===== src/rtl/instr_decode.sv =====
// Program sequencer between the instruction store and ctrl_unit: fetches, decodes
// and executes a 4096-word program, issuing commands and register writes to ctrl_unit.
module instr_decode #(
  parameter int PC_W   = 12,
  parameter int DATA_W = 28
) (
  input  logic              clk,
  input  logic              rst_n,
  input  logic              start,
  output logic              instr_rd_en,
  output logic [PC_W-1:0]   instr_addr,
  input  logic [31:0]       instr_data,
  input  logic              cmd_rdy,
  input  logic              cmd_done,
  output logic              begin_rdn_load,
  output logic              begin_dnn_load,
  output logic              begin_proc,
  output logic [1:0]        reg_sel,
  output logic              reg_wr_en,
  output logic [DATA_W-1:0] reg_databus,
  output logic              halted,
  output logic              error
);

  typedef enum logic [2:0] {
    S_IDLE,
    S_FETCH,
    S_LATCH,
    S_EXEC,
    S_ISSUE,
    S_WAIT_DONE,
    S_HALT
  } state_t;

  typedef enum logic [3:0] {
    OP_NOP           = 4'h0,
    OP_HALT          = 4'h1,
    OP_SET_IMG_ADDR  = 4'h2,
    OP_SET_IMG_CNT   = 4'h3,
    OP_SET_RSLT_ADDR = 4'h4,
    OP_LOAD_RDN      = 4'h5,
    OP_LOAD_DNN      = 4'h6,
    OP_PROC          = 4'h7,
    OP_JMP           = 4'h8
  } opcode_t;

  state_t          r_state;
  state_t          w_next_state;
  logic [PC_W-1:0] r_pc;
  logic [PC_W-1:0] w_pc_next;
  logic [31:0]     r_ir;
  logic            r_halted;
  logic            r_error;
  logic            w_set_halted;
  logic            w_set_error;
  logic            w_clr_flags;
  logic [3:0]      w_opcode;
  logic [PC_W-1:0] w_pc_inc;

  assign w_opcode = r_ir[31:28];
  // Wraps naturally modulo 2^PC_W.
  assign w_pc_inc = r_pc + PC_W'(1);

  // NOTE: every signal driven here gets a default first, so no path leaves a
  // value unassigned and no latch is inferred.
  always_comb begin
    w_next_state   = r_state;
    w_pc_next      = r_pc;
    w_set_halted   = 1'b0;
    w_set_error    = 1'b0;
    w_clr_flags    = 1'b0;
    instr_rd_en    = 1'b0;
    begin_rdn_load = 1'b0;
    begin_dnn_load = 1'b0;
    begin_proc     = 1'b0;
    reg_sel        = 2'b00;
    reg_wr_en      = 1'b0;
    reg_databus    = '0;

    unique case (r_state)
      S_IDLE: begin
        if (start) w_next_state = S_FETCH;
      end
      S_FETCH: begin
        instr_rd_en  = 1'b1;
        w_next_state = S_LATCH;
      end
      S_LATCH: begin
        w_next_state = S_EXEC;
      end
      S_EXEC: begin
        w_next_state = S_FETCH;
        case (w_opcode)
          OP_NOP: w_pc_next = w_pc_inc;
          OP_HALT: begin
            w_set_halted = 1'b1;
            w_next_state = S_HALT;
          end
          OP_SET_IMG_ADDR, OP_SET_IMG_CNT, OP_SET_RSLT_ADDR: begin
            reg_wr_en   = 1'b1;
            reg_sel     = w_opcode[1:0] - 2'd2;
            reg_databus = r_ir[DATA_W-1:0];
            w_pc_next   = w_pc_inc;
          end
          OP_LOAD_RDN, OP_LOAD_DNN, OP_PROC: w_next_state = S_ISSUE;
          OP_JMP: w_pc_next = r_ir[PC_W-1:0];
          default: begin
            w_set_error  = 1'b1;
            w_next_state = S_HALT;
          end
        endcase
      end
      S_ISSUE: begin
        // cmd_done is not looked at here, so one coincident with the pulse is dropped.
        if (cmd_rdy) begin
          begin_rdn_load = (w_opcode == OP_LOAD_RDN);
          begin_dnn_load = (w_opcode == OP_LOAD_DNN);
          begin_proc     = (w_opcode == OP_PROC);
          w_next_state   = S_WAIT_DONE;
        end
      end
      S_WAIT_DONE: begin
        if (cmd_done) begin
          w_pc_next    = w_pc_inc;
          w_next_state = S_FETCH;
        end
      end
      S_HALT: begin
        if (start) begin
          w_clr_flags  = 1'b1;
          w_pc_next    = '0;
          w_next_state = S_FETCH;
        end
      end
      default: w_next_state = S_IDLE;
    endcase
  end

  // NOTE: sequential state uses non-blocking assignments so every flop samples
  // the pre-edge values regardless of statement order.
  always_ff @(posedge clk or negedge rst_n) begin
    if (!rst_n) begin
      r_state  <= S_IDLE;
      r_pc     <= '0;
      r_ir     <= '0;
      r_halted <= 1'b0;
      r_error  <= 1'b0;
    end else begin
      r_state <= w_next_state;
      r_pc    <= w_pc_next;
      if (r_state == S_LATCH) r_ir <= instr_data;
      if (w_clr_flags) begin
        r_halted <= 1'b0;
        r_error  <= 1'b0;
      end else begin
        if (w_set_halted) r_halted <= 1'b1;
        if (w_set_error)  r_error  <= 1'b1;
      end
    end
  end

  assign instr_addr = r_pc;
  assign halted     = r_halted;
  assign error      = r_error;

endmodule


===== config.mk =====
export PLATFORM = sky130hd
export DESIGN_NAME = instr_decode
export DESIGN_NICKNAME = d
export VERILOG_FILES = /design/src/rtl/instr_decode.sv
export SDC_FILE = /design/constraint.sdc
export NUM_CORES = 1
export LEC_CHECK = 0
export BUFFER_PORTS_ARGS = -buffer_cell sky130_fd_sc_hd__buf_2
export CORE_ASPECT_RATIO = 2
export CORE_MARGIN = 2
export CORE_UTILIZATION = 35
export CTS_CLUSTER_DIAMETER = 200
export DETAILED_ROUTE_END_ITERATION = 12
export GPL_TIMING_DRIVEN = 1
export MAX_ROUTING_LAYER = met4
export PLACE_DENSITY = 0.68
export SLEW_MARGIN = 10
export SYNTH_ARGS = -nofsm -noshare
export SYNTH_HDL_FRONTEND = slang
export SYNTH_SLANG_ARGS = --single-unit

===== constraint.sdc =====
create_clock -name clk -period 5.5 [get_ports clk]
set_input_delay 0.825 -clock clk [delete_from_list [all_inputs] [get_ports clk]]
set_output_delay 0.825 -clock clk [all_outputs]
set_load 0.02 [all_outputs]

======== Yosys cells after proc, flatten, opt, wreduce, memory -nomap -nowiden ========
Cells that the tools add are included.
word-level totals
  bits in registers ....................... 49
  word-level logic and storage cells ...... 71
operators by class
  add/sub/neg operators ................... 2
  equal/unequal tests ..................... 19
  mux-type cells .......................... 32
  reductions and logical operators ........ 13
operator list
  kind                   count
  $mux 28                2
  $pmux 12 s3            1
  $mux 12                2
  $pmux 12 s2            1
  $mux 1                 19
  $pmux 3 s6             1
  $eq 4x3->1 const B     4
  $add 12x1->12 const B  1
  $eq 3x3->1 const B     3
  $mux 3                 3
  $reduce_or 9->1        1
  $eq 4x2->1 const B     2
  $eq 3x2->1 const B     2
  $ne 2x2->1 const B     3
  $pmux 3 s2             1
  $reduce_or 3->1        2
  $reduce_or 5->1        1
  $eq 4x1->1 const B     1
  $eq 4x4->1 const B     1
  $logic_not 4->1        1
  $mux 2                 2
  $reduce_and 4->1       1
  $reduce_bool 2->1      2
  $reduce_or 4->1        1
  8 further kinds        8

======== Depth between registers and ports, before layout ========
Gate-level depths: netlist (run 1).
  depth in word-level cells ............... 6
  mapped depth ............................ 8

======== Worst setup path after synthesis (run 1) ========
OpenSTA, ideal clock, no wires.
  path kind ............................... register to output
  start point ............................. reg r_state[0]
  end point ............................... out reg_databus[13]
  arrival time ............................ 1745 ps
  data required time ...................... 4675 ps
  slack ................................... 2930 ps
  stages on the path, launching flop included .. 8
  cells stage by stage .................... dfrtp_1 -> buf_2 -> nand2_1 -> or3_1 -> a21oi_1 -> clkbuf_1 -> clkbuf_1 -> and2_1
between the ends
  word-level cells in the longest chain between the ends .. 2
ends and longest elaborated chain
  what                    RTL line  source
  from (decl)             47        state_t r_state;
  from (signal assigned)  149       r_state <= w_next_state;
  $eq 3x2->1              80        unique case (r_state)
  $mux 28                 80
  to (decl)               20        output logic [DATA_W-1:0] reg_databus,
No other way between the ends.

======== Worst setup path in the final report (run 1) ========
  start point ............................. reg r_state[0]
  end point ............................... out reg_databus[21]
Same word-level chain as after synthesis.

==> results by stage, run 1 <==
Routing:
- The final antenna-violating net count is 0.
- In this run, the number of DRC markers left after iteration 0 of detailed routing was 116.
- The number of optimization iterations in the first detailed-route pass is 4.
- The DRC violations left is 0.
- The number of vias per cell after detailed routing is 5.24.
- The final wirelength is 6850 um.
- The overall via count from detail_route is 2328.
- In the final routed layout, each cell accounts on average for 15.4 um.

Worst setup path:
- In this run the worst path has a maximum fanout of 29.
- STA classifies the critical path endpoint as an output port.
- The type of element launching the critical path is a register.
- The data arrival at the endpoint of the critical path is 2720 ps.
- By startpoint and endpoint, the worst setup path is classified as reg -> out.
- For the worst setup path, the data required time is 4680 ps.

Global routing:
- The initial antenna violation count came to 0.
- The via count of the first global-routing pass came to 2331.
- Across every metal layer, demand over resource in global routing totals 0.176.
- The maximum number of pins on one net before global-route repair is 50.
- The total overflow left after global routing is 0.
- The global-route wire length before repair is 11300 um.

Clock network:
- The number of buffers created by CTS is 5.
- For this design, the sink count on the clock tree is 49.
- Post-CTS timing repair inserted 0 buffers for setup.
- The number of gates resized after CTS was 0.
- The latest clock arrival within the worst-skew pair is 280 ps.
- In this run the clock root is driven by a clkbuf_16.
- No sink is reached through more buffers than the 2 on the longest clock path.
- TritonCTS built the clock tree.
- In this run the number of H-tree levels came out at 2.
- Hold repair after CTS inserted 0 buffers.
- The clock-pin slew reported for the worst setup and hold paths after clock tree synthesis is 60 ps.

Final layout:
- The filler cells instantiated in the layout total 802.
- The area growth from synthesis to layout is 21.7%.
- The number of non-filler instances in the completed layout is 444.
- For this run, the post-layout net count is 387.
- The area taken by multi-input logic gates is 1410 um2.
- In the final layout, the share of cells above drive strength 1 is 0.391.
- Across the whole layout, storage elements account for 1230 um2.
- The final antenna diode count is 0.
- After routing the design area is 3370 um2.

Pwr:
- The highest ir drop seen on vdd is 0.280 mV.
- Summing internal, switching and leakage power gives 1.89 mW.
- The power per unit of standard cell area is 561 nW/um2.
- Summed over all cells, the static leakage comes to 1.54 nW.

Timing:
- The portion of the clock cycle consumed by the worst path in the final layout is 0.644.
- Setup repair after global routing left no endpoint under its margin.
- The setup TNS is 0 ps.
- Timing would allow up to 0.282 GHz.
- The final critical path time including I/O delays and setup is 3540 ps.
- At the pin with the least slew margin, the transition time is 986 ps.
- The number of setup violations in the final report is 0.
- The setup slack after layout is 1960 ps.
- For the final database, setup skew stands at 4.26 ps.
- In this run the tightest slew margin relative to its limit is 0.342.
- The final hold violation count is 0.
- The final number of max-transition violations is 0.

Synthesis:
- The cell with the most instances after synthesis is dfrtp_1.
- The share of synthesized registers carrying an async set or reset is 1.00.
- The sequential fraction of the synthesis area is 0.443.
- Yosys printed 0 warnings.
- The library cell with the largest summed area after synthesis is dfrtp_1.
- Counting flops with a built-in enable in the synthesized netlist gives 0.
- Synthesis inferred 49 register bits.
- The number of nets handed over by synthesis was 316.
- The share of synthesized area in the top cell type comes to 0.443.
- By count the netlist is led by 49 x dfrtp_1, 33 x mux2_2, 28 x and2_1, 22 x nor2_1, 18 x nand2_1.
- After synthesis the cells add up to 2770 um2.
- The synthesized instance count is 278.
- By area the synthesized netlist is led by dfrtp_1 44%, mux2_2 13%, and2_1 6.3%.
- The number of library cell types mapped by synthesis is 54.
- The leading register cell type out of synthesis is dfrtp_1.
- The mean cell area of the mapped netlist is 9.96 um2.

Floorplan:
- The die area is 8690 um2.
- From bottom edge to top edge, the die measures 130 um.
- The core area is 7660 um2.
- After floorplanning, the core was divided into 45 placement rows.
- The I/O pin count is 86.
- The die outline width is 66.9 um.
- The effective utilization at floorplan is 0.362.

Placement:
- The final weighted congestion in routability-driven placement is 0.921.
- Counting tap cells, the placed design contains a total of 435 instances.
- The total cell area at the placement stage is 3210 um2.
- The wire-length estimate of the detail-placed layout is 5110 um.
- The post-placement worst setup slack is 2270 ps.
- Input and output buffers added on the ports amount to 85.

Status:
- The flow ran to the end, and the final reports show no timing, DRC or antenna violations.

Min path:
- The tightest min-delay check is of the in -> async type.

Run:
- The max-capacitance violation count is 0.
critical path: stages (launching register included):
cell and delay [ps]:
dfrtp_1 670, nand2_1 200, or3_1 400, a21oi_2 740, and2_1 250, buf_2 170
where the power goes:
| group | total (mW) | internal, mW | switching [mW] |
|---|---|---|---|
| Clock | 0.299 | 0.169 | 0.130 |
| Combinational | 0.825 | 0.392 | 0.433 |
| Sequential | 0.768 | 0.539 | 0.229 |
| Total | 1.89 | 1.10 | 0.792 |
flip-flops by register name (all words and copies together), names as in the netlist:
signal and flops:
error 1, halted 1, r_state 3, r_ir 32, instr_addr 12
cell families after synthesis:
family,share of synthesized area
and+or+nand+nor,0.215
AOI/OAI and AO/OA,0.145
DFF,0.443
muxes,0.138
buffers and inverters,0.0497
xor gates and xnor gates,0.00632
adders and majority gates,0.00452
cell usage in the layout, fill, tap and decap left out, types with 2 or more instances in the layout:
cell type / count
nor2_1: 21
a21oi_1: 12
and2_1: 28
o21ai_0: 6
clkinvlp_4: 2
inv_1: 5
nand4_1: 4
o2bb2ai_1: 5
a211oi_1: 3
a221oi_1: 2
mux2_2: 33
o22ai_1: 3
nor4_1: 2
a21o_1: 4
nand3_1: 3
nor3b_1: 3
o22a_1: 2
nand2_1: 18
buf_2: 85
a211o_1: 2
a21oi_2: 2
or3_1: 6
or2_2: 3
nor2b_1: 2
nor3_1: 3
clkbuf_16: 5
and3b_1: 3
nand2b_1: 3
a22oi_1: 3
dfrtp_1: 49
a31oi_1: 3
cell type report:
type	instances	share of cell area
clock buffer	6	0.0382
clock inverter	2	0.00445
inverter	5	0.00557
multi-input combinational	201	0.419
sequential	49	0.364
tap	94	0.0349
timing repair buffer	87	0.134
layer usage:
metal,global-route usage,vias up,part of all wire
li1,-,1132,-
met1,0.203,1134,0.40
met2,0.301,58,0.55
met3,0.0241,4,0.036
met4,0.0732,0,0.019
met5,-,-,0
final timing paths:
| check | from | end | slack (ps) | cells past startpoint |
|---|---|---|---|---|
| max | r_state[0] | reg_databus[21] | 1960 | 5 |
| min | rst_n | error | 440 | 1 |
| max reg2reg | r_state[0] | instr_addr[11] | 3040 | 5 |
| min reg2reg | r_ir[20] | r_ir[20] | 500 | 1 |
| max in group asynchronous | rst_n | instr_addr[4] | 4550 | 2 |
| min in group clk | r_ir[20] | r_ir[20] | 500 | 1 |
through the flow:
stage	hold WS, ps	utilization
global placement	483	0.419
finish	444	0.440
global route	456	0.440
floorplan	472	-
detailed placement	489	0.419
CTS	503	0.438
(Power assumes the default switching activity.)
==> run 2: changes to the inputs <==
ABC_AREA = 1   (was not set)
clock period = 3.7 ns   (was 5.5 ns; I/O delays follow)
==> results by stage, run 2 <==
Clock network:
- For this design, the CTS-stage hold fixing added 0 buffers.
- CTS built an H-tree with a depth of 2.
- The clock net in this run drives a total of 49 sinks.
- The maximum count of clock buffers along a single path is 2.
- The number of buffers created by CTS is 5.
- TritonCTS built the clock tree.
- The latest clock arrival within the worst-skew pair is 290 ps.
- The root buffer cell is clkbuf_16.
- Clock-pin slew was measured on the worst setup and hold paths at 60 ps.
- In this run, post-CTS repair resized a total of 0 instances.
- The buffers inserted during post-CTS setup optimization is 0.

Routing:
- The routed length on met2 is 3970 um.
- In this run the top signal layer used is met4.
- The pre-antenna-repair detailed-routing pass consisted of 4 iterations.
- After detailed routing, the number of remaining DRC violations is 0.
- The final antenna-violating net count is 0.
- In the detailed route, the total length drawn on met3 is 205 um.
- Dividing the detail-routed wire length by the instance count gives 12.7 um.
- The met1 routed wirelength after detailed routing is 2760 um.
- The overall via count from detail_route is 2761.
- For this block, the routed nets add up to 7250 um of wire.
- Dividing the detail-routed via count by the number of cells gives 4.85.
- The first routing iteration left 100 violations.

Synthesis:
- The sequential fraction of the synthesis area is 0.426.
- By count the netlist is led by 77 x nand2_1, 64 x nor2_1, 49 x dfrtp_1, 47 x inv_1, 36 x a21oi_1.
- The flip-flop and latch count after synthesis is 49.
- Of the post-synthesis cell area, the dominant cell type holds 0.426.
- The warning count from the yosys run is 0.
- The mean cell area of the mapped netlist is 7.31 um2.
- The cell area after synthesis is 2880 um2.
- Ranked by total cell area, the synthesized netlist is headed by dfrtp_1 43%, nand2_1 10%, nor2_1 8.3%.
- The synthesized design contains 0 enable-type register cells.
- The synthesized design spends more area on one cell type than any other, namely dfrtp_1.
- By instance count, the leading cell after synthesis is nand2_1.
- Yosys mapped the design onto 28 distinct sky130hd cell types.
- Synthesis produced a netlist whose cell count is 394.
- Of all flip-flops after synthesis, the portion carrying an async set or reset was 1.00.
- The leading register cell type out of synthesis is dfrtp_1.
- When the netlist entered floorplanning its net count stood at 432.

Placement:
- During placement, the flow inserted port buffers numbering 85.
- The placed instances occupy a cell area of 3330 um2.
- OpenSTA, run right after detailed placement, puts the worst setup slack at 1400 ps.
- The HPWL after detailed placement is 5540 um.
- The number of placed instances, taps included, is 561.
- Routability-driven placement finished with a final weighted congestion of 0.899.

Floorplan:
- The number of cell rows is 46.
- In this run the vertical extent of the chip is 132 um.
- The core area is 7940 um2.
- 86 I/O pins were placed.
- The die is 68.2 um wide.
- The floorplan step defined a die boundary enclosing 9020 um2.
- The initial utilization of the core area, before any placement, comes to 0.363.

Timing:
- The portion of the clock cycle consumed by the worst path in the final layout is 0.703.
- The max-slew headroom at the worst pin is 0.403.
- The final number of max-transition violations is 0.
- Timing would allow up to 0.385 GHz.
- Setup repair after global routing left no endpoint under its margin.
- Setup violations remaining at the end of the flow were counted as 0.
- The setup slack after layout is 1100 ps.
- The routed design could run at a clock period as short as 2600 ps.
- For the pin with the worst max-slew slack, the measured transition is 894 ps.
- The clock skew is 5.31 ps.
- The setup TNS is 0 ps.
- The final hold violation count is 0.

Min path:
- The path class of the tightest hold or removal check is in -> async.

Run:
- The max-capacitance violation count is 0.

Final layout:
- Leaving out fill and tap cells, the most frequent cell in the layout is buf_2.
- The final antenna diode count is 0.
- In the final layout, the share of cells above drive strength 1 is 0.275.
- The number of non-filler instances in the completed layout is 569.
- For this run, the share of the core covered by cells in the final layout is 0.437.
- At the end of the flow, the number of nets in the layout was 510.
- The number of filler cells placed in the layout is 828.
- Relative to the synthesized area, the layout overhead comes to 20.5%.
- The register with the most flip-flops in the layout has 32 of them.
- The register with the highest flop count is r_ir.
- Once layout is done, the placed cells without fillers occupy 3470 um2.
- The top cell types in the final layout, fill and taps aside, are 84 x buf_2, 77 x nand2_1, 64 x nor2_1.

Worst setup path:
- STA classifies the critical path endpoint as an output port.
- The critical path is of the reg -> out type.
- The data arrival at the endpoint of the critical path is 2050 ps.
- For the worst setup path, the data required time is 3140 ps.
- Of all nets on the critical path, the largest fanout is 28.
- STA classifies the critical path startpoint as a register.

Global routing:
- The remaining global-route overflow is 0.
- The maximum number of pins on one net before global-route repair is 66.
- For this run, the total global-route usage over all layers was measured as 0.182.
- The initial antenna violation count is 0.
- The via count of the first global-routing pass is 2746.
- The global-route wire length before repair is 12400 um.

Pwr:
- The power per unit of standard cell area is 759 nW/um2.
- For this design the static power due to leakage is 1.87 nW.
- The worst-case IR drop observed on VDD is 0.366 mV.

Status:
- The flow ran to the end, and the final reports show no timing, DRC or antenna violations.
==> run 2: changes by cell type after synthesis, sizes merged, moves of 23 or more <==
| cell | previous run | this run |
|---|---|---|
| a21oi | 14 | 37 |
| mux2 | 33 | 0 |
| inv | 5 | 55 |
| nand2 | 18 | 78 |
| nor2 | 22 | 86 |
| nand3 | 3 | 34 |
| and2 | 28 | 0 |
==> run 2: final timing paths <==
check | startpoint | endpoint | slack, ps | depth (start not counted)
max in group asynchronous | rst_n | r_ir[12] | 3000 | 1
worst min-delay path | rst_n | halted | 270 | 1
worst max-delay path | r_state[2] | reg_databus[7] | 1100 | 6
min in group clk | instr_data[9] | r_ir[9] | 510 | 3
worst max register to register | r_state[0] | instr_addr[11] | 1930 | 8
worst min register to register | r_ir[19] | r_ir[19] | 520 | 2
==> run 2: stage by stage <==
stage | total power, mW | hold slack [ps]
2_1_floorplan | 1.93 | 259
3_3_place_gp | 2.16 | 498
3_5_place_dp | 2.20 | 502
4_1_cts | 2.66 | 503
5_1_grt | 2.89 | 328
6_report | 2.64 | 274
==> run 2: layer usage <==
| metal | up-vias | track usage |
|---|---|---|
| met5 | - | - |
| met3 | 27 | 0.0239 |
| met2 | 77 | 0.305 |
| met1 | 1258 | 0.195 |
| li1 | 1399 | - |
| met4 | 0 | 0.108 |
==> run 2: power breakdown <==
| part | total (mW) | switching, mW | leakage (nW) | internal (mW) |
|---|---|---|---|---|
| Sequential | 0.962 | 0.182 | 0.571 | 0.780 |
| Clock | 0.450 | 0.199 | 0.0641 | 0.252 |
| Combinational | 1.22 | 0.843 | 1.23 | 0.381 |
==> run 2: worst max-delay path: stages, from the launching register on <==
cell and delay [ps]:
dfrtp_1 530, inv_4 80, nand3_2 130, a21oi_2 70
inv_2 650, nor2_1 80, buf_2 190
==> run 2: logic make-up (layout without fill, tap and decap cells) <==
| logic type | after synthesis | in the layout | share of synthesized area |
|---|---|---|---|
| DFF | 49 | 49 | 0.426 |
| buffers and inverters | 71 | 150 | 0.112 |
| adders and majority gates | 1 | 1 | 0.00434 |
| and+or+nand+nor | 210 | 210 | 0.344 |
| AOI/OAI and AO/OA | 63 | 63 | 0.115 |
==> run 2: area by class of cell <==
| cell class | count | area [um2] | share of cell area |
|---|---|---|---|
| multi-input combinational | 274 | 1340 | 0.385 |
| sequential | 49 | 1230 | 0.353 |
| timing repair buffer | 86 | 435 | 0.125 |
| inverter | 56 | 213 | 0.0612 |
| clock buffer | 7 | 133 | 0.0382 |
| tap | 96 | 120 | 0.0346 |
| clock inverter | 1 | 7.51 | 0.00216 |
==> run 3: changes to the inputs <==
ABC_AREA = 0   (was 1)
clock period = 2.5 ns   (was 3.7 ns; I/O delays follow)
==> results by stage, run 3 (same netlist as run 1, synthesis figures left out) <==
Status:
- The run finished with clean final reports.

Timing:
- The clock period could shrink to 2360 ps.
- The hold slack is 108 ps.
- The portion of the clock cycle consumed by the worst path in the final layout is 0.943.
- Setup repair after global routing left no endpoint under its margin.
- The clock skew is 3.69 ps.
- The number of setup violations in the final report is 0.
- The maximum achievable frequency is 0.424 GHz.
- Measured against its own limit, the worst slew margin works out to 0.549.
- The final number of max-transition violations was 0.
- The setup TNS is 0 ps.
- The final hold violation count is 0.
- For the pin with the worst max-slew slack, the measured transition is 676 ps.

Global routing:
- The via count of the first global-routing pass was 2381.
- The first global-routing pass estimated 11400 um of wire.
- The initial antenna violation count came to 0.
- Entering global routing, the biggest net connects 31 pins.
- For this run, the total global-route usage over all layers was measured as 0.175.
- Summed over all layers, the global routing overflow is 0.

Final layout:
- The number of filler cells placed in the layout is 795.
- The area growth from synthesis to layout is 23.8%.
- Of the cells placed in the final design, the portion with a size suffix greater than 1 is 0.412.
- Summing all multi-input logic gate instances after layout gives 1410 um2.
- Leaving out fill and tap cells, the most frequent cell in the layout is buf_2.
- The library cells used most frequently in the layout, excluding fill and tap cells, are 85 x buf_2, 47 x dfrtp_1, 33 x mux2_2.
- The final design instance area without fill is 3430 um2.
- The register with the most flip-flops in the final layout is r_ir.
- The repair_antennas step left the layout with diodes totalling 0.
- The area taken by flip-flops and latches is 1230 um2.
- The net count of the finished layout is 394.
- The register with the most flip-flops in the layout has 32 of them.

Clock network:
- In this run, CTS created clock tree buffers numbering 5.
- At the later pin of the worst-skew pair, clock insertion delay measures 290 ps.
- For this design, the sink count on the clock tree is 49.
- In this run the clock root is driven by a clkbuf_16.
- In this run the number of H-tree levels came out at 2.
- The clock-pin slew reported for the worst setup and hold paths after clock tree synthesis is 70 ps.
- The buffers inserted during post-CTS setup optimization is 0.
- The maximum count of clock buffers along a single path is 2.
- TritonCTS built the clock tree.

Routing:
- The routed design has 7090 um of wire.
- The final antenna-violating net count is 0.
- The first detailed-routing pass took 4 iterations.
- The DRC violations left is 0.
- In the routed layout, each cell is associated on average with a via count of 5.35.
- The detailed router placed 2414 vias in this run.
- The post-detailed-route wirelength per cell is 15.7 um.
- After the first detailed-routing iteration, the DRC count stood at 103.

Pwr:
- The power per unit of standard cell area is 1250 nW/um2.
- The static power due to leakage is 1.58 nW.
- The highest ir drop seen on vdd is 0.739 mV.
- Summing internal, switching and leakage power gives 4.30 mW.

Placement:
- In this run the tool buffered the top-level ports with 85 buffer cells.
- The HPWL after detailed placement is 5420 um.
- The total cell area at the placement stage is 3280 um2.
- The final weighted congestion in routability-driven placement is 0.856.

Floorplan:
- From left edge to right edge, the die measures 66.9 um.
- The number of cell rows is 45.
- The core area is 7660 um2.
- In this run the vertical extent of the chip is 130 um.
- The effective utilization at floorplan is 0.362.
- For this design the top-level I/O count stands at 86.
- The die area is 8690 um2.

Worst setup path:
- The count of buffer and inverter cells on the critical path is 2.
- In this run the worst path has a maximum fanout of 29.
- The type of element launching the critical path is a register.
- The required time at the endpoint of the critical path is 2120 ps.
- The setup path with the least slack is of type reg -> out.
- The delay of the slowest cell on the worst path is 510 ps.
- Data on the critical path arrives at its endpoint at 1980 ps.
- STA classifies the critical path endpoint as an output port.
- Traced cell by cell, the critical path runs through or3_1 > a21oi_2 > buf_4 > and2_1 > buf_2.
- Among all stages on the critical path, the largest delay is contributed by dfrtp_1.
- For flop-to-flop paths, the worst setup slack is 320 ps.
- On the critical path the largest part of the delay comes from simple AND/OR/NAND/NOR gates.

Min path:
- The class of the most critical hold timing path is in -> async.

Run:
- The tool flagged a number of max-cap violations equal to 0.
-- run 3: cell count changes in the layout (fill, tap and decap cells not counted), sizes merged, moves of 15 or more --
cell	previous run	this run
a21oi	37	14
mux2	0	33
nor2	86	22
o21ai	21	6
and2	0	28
nand3	34	3
nand2	78	18
inv	55	6
-- run 3: where the power goes --
group	switching, mW	total, mW	internal [mW]	leakage [nW]
combinational	1.05	1.98	0.930	0.932
sequential	0.450	1.64	1.19	0.581
clock	0.307	0.680	0.373	0.0702
total	1.80	4.30	2.49	1.58
-- run 3: path summary, 6_finish.rpt --
check                           depth (start not counted)         endpoint            from
min in group clk                                        2         r_ir[22]  instr_data[22]
worst max-delay path                                    5  reg_databus[13]      r_state[2]
max in group asynchronous                               2         r_ir[12]           rst_n
worst min register to register                          1         r_ir[17]        r_ir[17]
worst min-delay path                                    1            error           rst_n
worst max register to register                          5    instr_addr[9]      r_state[2]
-- run 3: layout make-up --
class	count	share of cell area
clock buffers	5	0.0365
clock inverters	3	0.00620
inverters	5	0.00547
multi-input cells	201	0.412
flip-flops and latches	49	0.358
well taps	94	0.0343
repair buffers	94	0.147
-- run 3: metal layers --
metal  wire length (um)  vias up  part of all wire  global-route usage
met4                276        0             0.039              0.0948
met3                321       16             0.045              0.0216
met1               2730     1167              0.38               0.202
li1                   -     1151                 -                   -
met5                  0        -                 0                   -
met2               3770       80              0.53               0.291
-- run 3: what timing repair did --
item / CTS / global route
hold buffers: 0 / 0
endpoints found under the setup margin: 0 / 28
gates resized for setup: 0 / 2
-- run 3: stage by stage --
step	util	setup WS, ps	cells
5_1_grt	0.448	12.0	451
3_5_place_dp	0.428	358	443
4_1_cts	0.448	87.5	451
2_1_floorplan	-	380	278
6_report	0.448	142	451
3_3_place_gp	0.428	415	443
